`src/rtl/pipelined_control_decoder.sv`:
```
// Registered RV32I control decoder at the ID/EX boundary, with stall/flush handling.
// Build option: define RV32M_EN to enable multi-cycle MUL/DIV issue sequencing (adds the FSM and mdu_op).
module pipelined_control_decoder #(
  parameter int MDU_LATENCY  = 4,
  parameter int ILLEGAL_TRAP = 1
) (
  input  logic        clk,
  input  logic        rst,
  input  logic [31:0] instruction,
  input  logic        in_valid,
  output logic        in_ready,
  input  logic        stall,
  input  logic        flush,
  output logic        out_valid,
  output logic        write,
  output logic        store,
  output logic        load,
  output logic        branch,
  output logic [1:0]  alu_operand_a_selector,
  output logic        alu_operand_b_selector,
  output logic [1:0]  immediate_selector,
  output logic [1:0]  next_pc_selector,
  output logic [2:0]  alu_operations_selector,
  output logic [2:0]  funct3,
  output logic        mdu_op,
  output logic        illegal
);

  localparam logic [6:0] OP_R      = 7'b0110011;
  localparam logic [6:0] OP_LD     = 7'b0000011;
  localparam logic [6:0] OP_IA     = 7'b0010011;
  localparam logic [6:0] OP_JALR   = 7'b1100111;
  localparam logic [6:0] OP_S      = 7'b0100011;
  localparam logic [6:0] OP_B      = 7'b1100011;
  localparam logic [6:0] OP_AUIPC  = 7'b0010111;
  localparam logic [6:0] OP_LUI    = 7'b0110111;
  localparam logic [6:0] OP_JAL    = 7'b1101111;
  localparam logic [6:0] OP_FENCE  = 7'b0001111;
  localparam logic [6:0] OP_SYSTEM = 7'b1110011;

  typedef struct packed {
    logic       write;
    logic       store;
    logic       load;
    logic       branch;
    logic [1:0] a_sel;
    logic       b_sel;
    logic [1:0] imm_sel;
    logic [1:0] npc_sel;
    logic [2:0] alu_op;
    logic [2:0] funct3;
    logic       mdu_op;
    logic       illegal;
  } ctrl_t;

  if (MDU_LATENCY < 1 || MDU_LATENCY > 15) begin : g_bad_mdu_latency
    $error("MDU_LATENCY must be in 1..15");
  end

  ctrl_t dec;
  logic  dec_is_m;
  logic  accept;
  ctrl_t out_q, out_d;
  logic  out_valid_q, out_valid_d;
  logic  unused_instr_bits;

  assign unused_instr_bits = ^{instruction[24:15], instruction[11:7]};

  always_comb begin
    dec        = '0;
    dec.funct3 = instruction[14:12];
    dec_is_m   = (instruction[6:0] == OP_R) && (instruction[31:25] == 7'b0000001);
    case (instruction[6:0])
      OP_R:      begin dec.write = 1'b1; dec.imm_sel = 2'b11; end
      OP_LD:     begin dec.write = 1'b1; dec.load = 1'b1; dec.b_sel = 1'b1; dec.alu_op = 3'b100; end
      OP_IA:     begin dec.write = 1'b1; dec.b_sel = 1'b1; dec.alu_op = 3'b010; end
      OP_JALR:   begin
        dec.write = 1'b1; dec.a_sel = 2'b01; dec.b_sel = 1'b1;
        dec.npc_sel = 2'b01; dec.alu_op = 3'b110;
      end
      OP_S:      begin dec.store = 1'b1; dec.b_sel = 1'b1; dec.imm_sel = 2'b10; dec.alu_op = 3'b001; end
      OP_B:      begin dec.branch = 1'b1; dec.imm_sel = 2'b11; dec.npc_sel = 2'b10; end
      OP_AUIPC:  begin
        dec.write = 1'b1; dec.a_sel = 2'b10; dec.b_sel = 1'b1;
        dec.imm_sel = 2'b01; dec.alu_op = 3'b101;
      end
      OP_LUI:    begin dec.write = 1'b1; dec.b_sel = 1'b1; dec.imm_sel = 2'b01; dec.alu_op = 3'b011; end
      OP_JAL:    begin
        dec.write = 1'b1; dec.a_sel = 2'b01; dec.imm_sel = 2'b11;
        dec.npc_sel = 2'b11; dec.alu_op = 3'b111;
      end
      OP_FENCE, OP_SYSTEM: ;
      default:   dec.illegal = 1'b1;
    endcase
`ifdef RV32M_EN
    dec.mdu_op = dec_is_m;
`else
    // Without the MDU, M-extension encodings are unsupported.
    if (dec_is_m) begin
      dec         = '0;
      dec.funct3  = instruction[14:12];
      dec.illegal = 1'b1;
    end
`endif
  end

`ifdef RV32M_EN
  typedef enum logic {IDLE, MDU_WAIT} state_t;
  localparam logic [3:0] CNT_INIT = (MDU_LATENCY > 1) ? 4'(MDU_LATENCY - 2) : 4'd0;

  state_t     state_q, state_d;
  logic [3:0] cnt_q, cnt_d;
  ctrl_t      lat_q, lat_d;

  assign in_ready = ~stall & (state_q == IDLE);
`else
  assign in_ready = ~stall;
`endif

  assign accept = in_valid & in_ready;

  always_comb begin
    out_d       = out_q;
    out_valid_d = out_valid_q;
`ifdef RV32M_EN
    state_d = state_q;
    cnt_d   = cnt_q;
    lat_d   = lat_q;
`endif
    if (flush) begin
      out_d       = '0;
      out_valid_d = 1'b0;
`ifdef RV32M_EN
      state_d = IDLE;
      cnt_d   = 4'd0;
`endif
    end else if (!stall) begin
      out_d       = '0;
      out_valid_d = 1'b0;
`ifdef RV32M_EN
      if (state_q == MDU_WAIT) begin
        if (cnt_q != 4'd0) begin
          cnt_d = cnt_q - 4'd1;
        end else begin
          out_d        = lat_q;
          out_d.mdu_op = 1'b1;
          out_valid_d  = 1'b1;
          state_d      = IDLE;
        end
      end else
`endif
      if (accept && !(dec.illegal && ILLEGAL_TRAP == 0)) begin
`ifdef RV32M_EN
        if (dec.mdu_op && MDU_LATENCY > 1) begin
          lat_d   = dec;
          cnt_d   = CNT_INIT;
          state_d = MDU_WAIT;
        end else
`endif
        begin
          out_d       = dec;
          out_valid_d = 1'b1;
        end
      end
    end
  end

  always_ff @(posedge clk or posedge rst) begin
    if (rst) begin
      out_q       <= '0;
      out_valid_q <= 1'b0;
`ifdef RV32M_EN
      state_q <= IDLE;
      cnt_q   <= 4'd0;
      lat_q   <= '0;
`endif
    end else begin
      out_q       <= out_d;
      out_valid_q <= out_valid_d;
`ifdef RV32M_EN
      state_q <= state_d;
      cnt_q   <= cnt_d;
      lat_q   <= lat_d;
`endif
    end
  end

  assign out_valid               = out_valid_q;
  assign write                   = out_q.write;
  assign store                   = out_q.store;
  assign load                    = out_q.load;
  assign branch                  = out_q.branch;
  assign alu_operand_a_selector  = out_q.a_sel;
  assign alu_operand_b_selector  = out_q.b_sel;
  assign immediate_selector      = out_q.imm_sel;
  assign next_pc_selector        = out_q.npc_sel;
  assign alu_operations_selector = out_q.alu_op;
  assign funct3                  = out_q.funct3;
  assign mdu_op                  = out_q.mdu_op;
  assign illegal                 = out_q.illegal;

endmodule
```
`config.mk`:
```
export PLATFORM = sky130hd
export DESIGN_NAME = pipelined_control_decoder
export DESIGN_NICKNAME = d
export VERILOG_FILES = /design/src/rtl/pipelined_control_decoder.sv
export SDC_FILE = /design/constraint.sdc
export NUM_CORES = 1
export LEC_CHECK = 0
export CAP_MARGIN = 0
export CORE_ASPECT_RATIO = 1.75
export CORE_MARGIN = 8
export CORE_UTILIZATION = 37
export CTS_CLUSTER_DIAMETER = 80
export DETAILED_ROUTE_END_ITERATION = 10
export PLACE_DENSITY = 0.84
export REMOVE_ABC_BUFFERS = 1
export SETUP_SLACK_MARGIN = 0.3
export SLEW_MARGIN = 20
export SYNTH_ARGS = -nofsm -noshare
export SYNTH_HDL_FRONTEND = slang
export SYNTH_SLANG_ARGS = --single-unit
export TNS_END_PERCENT = 100
```
`constraint.sdc`:
```
create_clock -name clk -period 0.9 [get_ports clk]
set_input_delay 0.18 -clock clk [delete_from_list [all_inputs] [get_ports clk]]
set_output_delay 0.18 -clock clk [all_outputs]
set_load 0.05 [all_outputs]
```
Yosys cells after proc, flatten, opt, wreduce, memory -nomap -nowiden:

Index checks and enable logic that the tools add are counted.

* output and inout port bits: 21
* logic and storage cells: 52
* register bits: 20
* input port bits: 37

* bitwise operators: 2
* muxes and demuxes: 17
* equality and inequality tests: 13
* reduce and logical (&&, ||, !) cells: 7

Operators with widths (count)
* $mux 19: 4
* $eq 7x7->1 const B: 4
* $eq 7x6->1 const B: 3
* $pmux 3 s7: 1
* $eq 7x5->1 const B: 2
* $pmux 2 s3: 2
* $reduce_or 11->1: 1
* $mux 1: 9
* $eq 7x1->1 const B: 1
* $eq 7x2->1 const B: 1
* $eq 7x4->1 const B: 1
* $reduce_or 7->1: 1
* $reduce_or 6->1: 1
* $pmux 2 s2: 1
* $reduce_or 2->1: 2
* $reduce_or 3->1: 1
* $ne 2x1->1 const B: 1
* $and 1x1->1: 1
* $logic_and 1x1->1: 1
* $not 1->1: 1

Logic depth before layout (Yosys ltp):

* word-level depth: 7
* mapped depth: 5
* gate-level depth less buffers: 4

Worst setup path before layout:

OpenSTA, ideal clock, no wires.

* path kind: input to register
* start point: input port stall
* end point: register out_q (netlist bit alu_operand_a_selector[0])
* stages: 4
* library setup time: 0.121 ns
* data required time: 0.779 ns
* arrival: 1.036 ns
* buffers on the path: 1
* slack: -0.257 ns
* cells stage by stage: inv_1 > nor2_1 > clkbuf_1 > a22o_1

* cells in the longest elaborated chain, start to end: 5
* elaborated cells on any way between the ends: 6
* classes of those cells: eq/ne (1); mux (3); bitwise (2)

Ends and longest elaborated chain
* start, declared: RTL line 12 `input logic stall,`
* $not 1->1: RTL line 117 `assign in_ready = ~stall;`
* $and 1x1->1: RTL line 120 `assign accept = in_valid & in_ready;`
* $mux 19: RTL line 152 `if (accept && !(dec.illegal && ILLEGAL_TRAP == 0)) begin`
* $mux 19: RTL line 137 `end else if (!stall) begin`
* $mux 19: RTL line 130 `if (flush) begin`
* end signal, assigned: RTL line 178 `out_q <= out_d;`
* end, declared: RTL line 63 `ctrl_t out_q, out_d;`

Several ways; a longest one is shown, not always the timed one. The select of a mux whose other input is x is not followed.
A chain may end at the register's enable or synchronous reset.

Final worst setup path:

* start point: register out_q (netlist bit alu_operations_selector[2])
* end point: output port alu_operations_selector[2]

RTL lines
* end, declared: RTL line 23 `output logic [2:0] alu_operations_selector,`

No word-level cell between the ends.

==> qor.csv <==
stage,metric,value,unit
status,outcome,finished with violations,
status,violations,negative setup slack,
yosys,ys_warn_count,0,
sta,hold_violations,0,
clock_network,root_buffer,clkbuf_8,
cells_and_area,regArea,475,sq um
clock_network,clk_pin_slew,70,ps
worst_hold_path,holdCritPathClass,in2async,
power,p_total,2.12,mW
critical_path,reg2reg_to,alu_operand_a_selector[1]$_DFFE_PP0P_,
critical_path,cp.required,720,ps
yosys,seq_area_frac_synth,47.1,%
yosys,synth-edff-count,0,
yosys,synth_area,1010,sq um
critical_path,slowest_stage,dfrtp_1,
power,leakagePower,1.01,nW
cells_and_area,drive_gt1_share,60.3,%
detailed_routing,vias_per_cell,5.91,
global_routing,grt_antenna_before_repair,0,
cells_and_area,multi_input_area,646,sq um
floorplanning,chipHeight,85.1,um
floorplanning,row_count,25,
critical_path,worstPathArrival,890,ps
yosys,synth_common_cells,"dfrtp_1 (19), nand2_1 (10), nor2_1 (10), a22o_1 (9)",
placed_design,gp_congestion,0.934,
sta,hold_ws,244,ps
sta,period_share,119,%
sta,fin_ws,-169,ps
clock_network,cts_sinks,19,
clock_network,numCtsBuffers,3,
critical_path,path_delay_family,flip-flops,
critical_path,start_kind,flip-flop,
critical_path,path_class,reg2out,
yosys,netlist_instances,107,
detailed_routing,drc_errors,0,
detailed_routing,firstDrtPassIters,4,
cells_and_area,area_delta_synth_final,119,%
cells_and_area,final_nets,222,
sta,fin_crit,1070,ps
yosys,ys.flop_type,dfrtp_1,
placed_design,dp_hpwl,2.66,mm
clock_network,htree_levels,1,
yosys,ys_seq_elements,19,
floorplanning,die_x,55.5,um
yosys,syn_area_per_cell,9.44,sq um
sta,fin_skew,0,ps
sta,grt_setup_unrepaired,true,
sta,drv_slew,0,
critical_path,endpoint_kind,output port,
global_routing,grt_pass1_wl,6.79,mm
critical_path,path_buf_inv,1,
critical_path,worst_path_largest_cell_delay,450,ps
floorplanning,coreArea,2660,sq um
critical_path,r2r_setup_slack,-90,ps
clock_network,cts_tree,built,
floorplanning,dieArea,4720,sq um
power,p_per_area,957,nW/um^2
critical_path,crit_chain,buf_12,
global_routing,overflow,0,
sta,fmaxAchievable,935,MHz
yosys,ys_async_sr_fraction,100,%
cells_and_area,fillerInstances,130,
clock_network,clock_path_buffers,2,
global_routing,grt_pass1_vias,1322,
detailed_routing,drt_wl_total,4.80,mm
placed_design,portBuffers,41,
power,peakVddDrop,0.849,mV
critical_path,reg2reg_from,alu_operand_a_selector[1]$_DFFE_PP0P_,
detailed_routing,vias,1247,
floorplanning,initial_core_util,38.0,%
run,maxCapViolCount,0,
global_routing,grt_max_degree,20,
detailed_routing,ant_nets,0,
detailed_routing,drtIter0Drc,40,
global_routing,grtUsageTotal,17.6,%
sta,setup_viol,30,
yosys,yosysUniqueCellTypes,34,
clock_network,clk_latency,260,ps
detailed_routing,wire_per_inst,22.7,um
critical_path,crit_fanout,2,
yosys,netlist.top_cell.by_area,dfrtp_1,
cells_and_area,insertedDiodeCount,0,
critical_path,ff2ff_path_depth,3,
floorplanning,io_pins,58,
yosys,synthTopCellsByArea,"dfrtp_1 (47%), a22o_1 (7.8%), nand2_1 (3.7%)",
yosys,synth_most_common_cell,dfrtp_1,
yosys,synth_top_area_share,47.1,%
==> registers in the layout (all words and copies together), names as in the netlist <==
register / count
next_pc_selector: 2
load: 1
alu_operand_b_selector: 1
illegal: 1
out_valid: 1
alu_operations_selector: 3
write: 1
immediate_selector: 2
funct3: 3
store: 1
alu_operand_a_selector: 2
branch: 1
==> power breakdown <==
group	internal (mW)	switching, mW	total (mW)
clock	0.316	0.293	0.609
sequential	0.866	0.0169	0.883
combinational	0.318	0.311	0.629
==> stage by stage <==
stage	cells	worst slack [ps]	instance area, sq um	utilization (%)	setup TNS [ps]
6_report	211	-169	2220	83.3	-3290
5_1_grt	211	-175	2220	83.3	-4280
4_1_cts	205	-129	2090	78.5	-2370
3_5_place_dp	188	-767	1780	67.1	-12830
3_3_place_gp	188	-661	1780	67.1	-11460
2_1_floorplan	99	-601	968	-	-9470
==> routing by layer <==
metal	part of all wire, %	track usage (%)
met3	7.0	5.98
met5	0	0
met1	36	17.4
met4	4.1	7.21
met2	53	32.1
==> cell usage in the layout (no fill, tap or decap), types with 2 or more instances in the layout <==
cell	n
inv_1	4
buf_12	21
nand2_1	10
dlygate4sd2_1	2
clkbuf_8	3
buf_6	22
dfrtp_1	19
o21ai_2	8
a22o_1	9
a21oi_2	3
nor2_4	4
xnor2_1	2
buf_8	4
clkdlybuf4s50_1	4
nand3_1	2
buf_2	4
o31ai_4	2
a21oi_1	2
nor4b_4	2
a31oi_1	2
nor2_1	4
nor2_2	2
buf_4	24
nand2b_4	2
==> layout make-up <==
type,instances,area share [%]
clock buffers,4,2.03
inverters,6,1.36
multi-input cells,74,29.1
flip-flops and latches,19,21.5
well taps,27,1.52
repair buffers,81,44.5
==> tightest hold or removal path: stages <==
cell,delay [ps]
clkdlybuf4s50_1,390
inv_1,100
buf_12,170
==> what timing repair did <==
action / CTS / global route
endpoints found under the setup margin: 39 / 39
hold endpoints to repair: 0 / 0
resized for setup: 120 / 22
hold buffers: 0 / 0
buffers inserted: 13 / 6
cloned: 0 / 0
pin swaps: 20 / 15
==> worst max-delay path by stage <==
stage | start | endpoint | slack (ps) | cells after the start
after floorplan | stall | illegal$_DFFE_PP0P_ | -600 | 4
after global placement | instruction[6] | immediate_selector[0]$_DFFE_PP0P_ | -660 | 5
after detailed placement | instruction[6] | write$_DFFE_PP0P_ | -770 | 6
after CTS | alu_operations_selector[2]$_DFFE_PP0P_ | alu_operations_selector[2] | -130 | 1
after global routing | alu_operations_selector[2]$_DFFE_PP0P_ | alu_operations_selector[2] | -170 | 1
final | alu_operations_selector[2]$_DFFE_PP0P_ | alu_operations_selector[2] | -170 | 1
==> cell families (layout without fill, tap and decap cells) <==
family | after synthesis | after routing | share of synthesized area (%)
DFF | 19 | 19 | 47.1
and+or+nand+nor | 36 | 36 | 20.7
AOI/OAI and AO/OA | 35 | 35 | 23.8
buffers and inverters | 14 | 91 | 6.32
xor gates and xnor gates | 2 | 2 | 1.74
other | 1 | 1 | 0.371
Note: power is estimated with default switching activity, not from simulation.
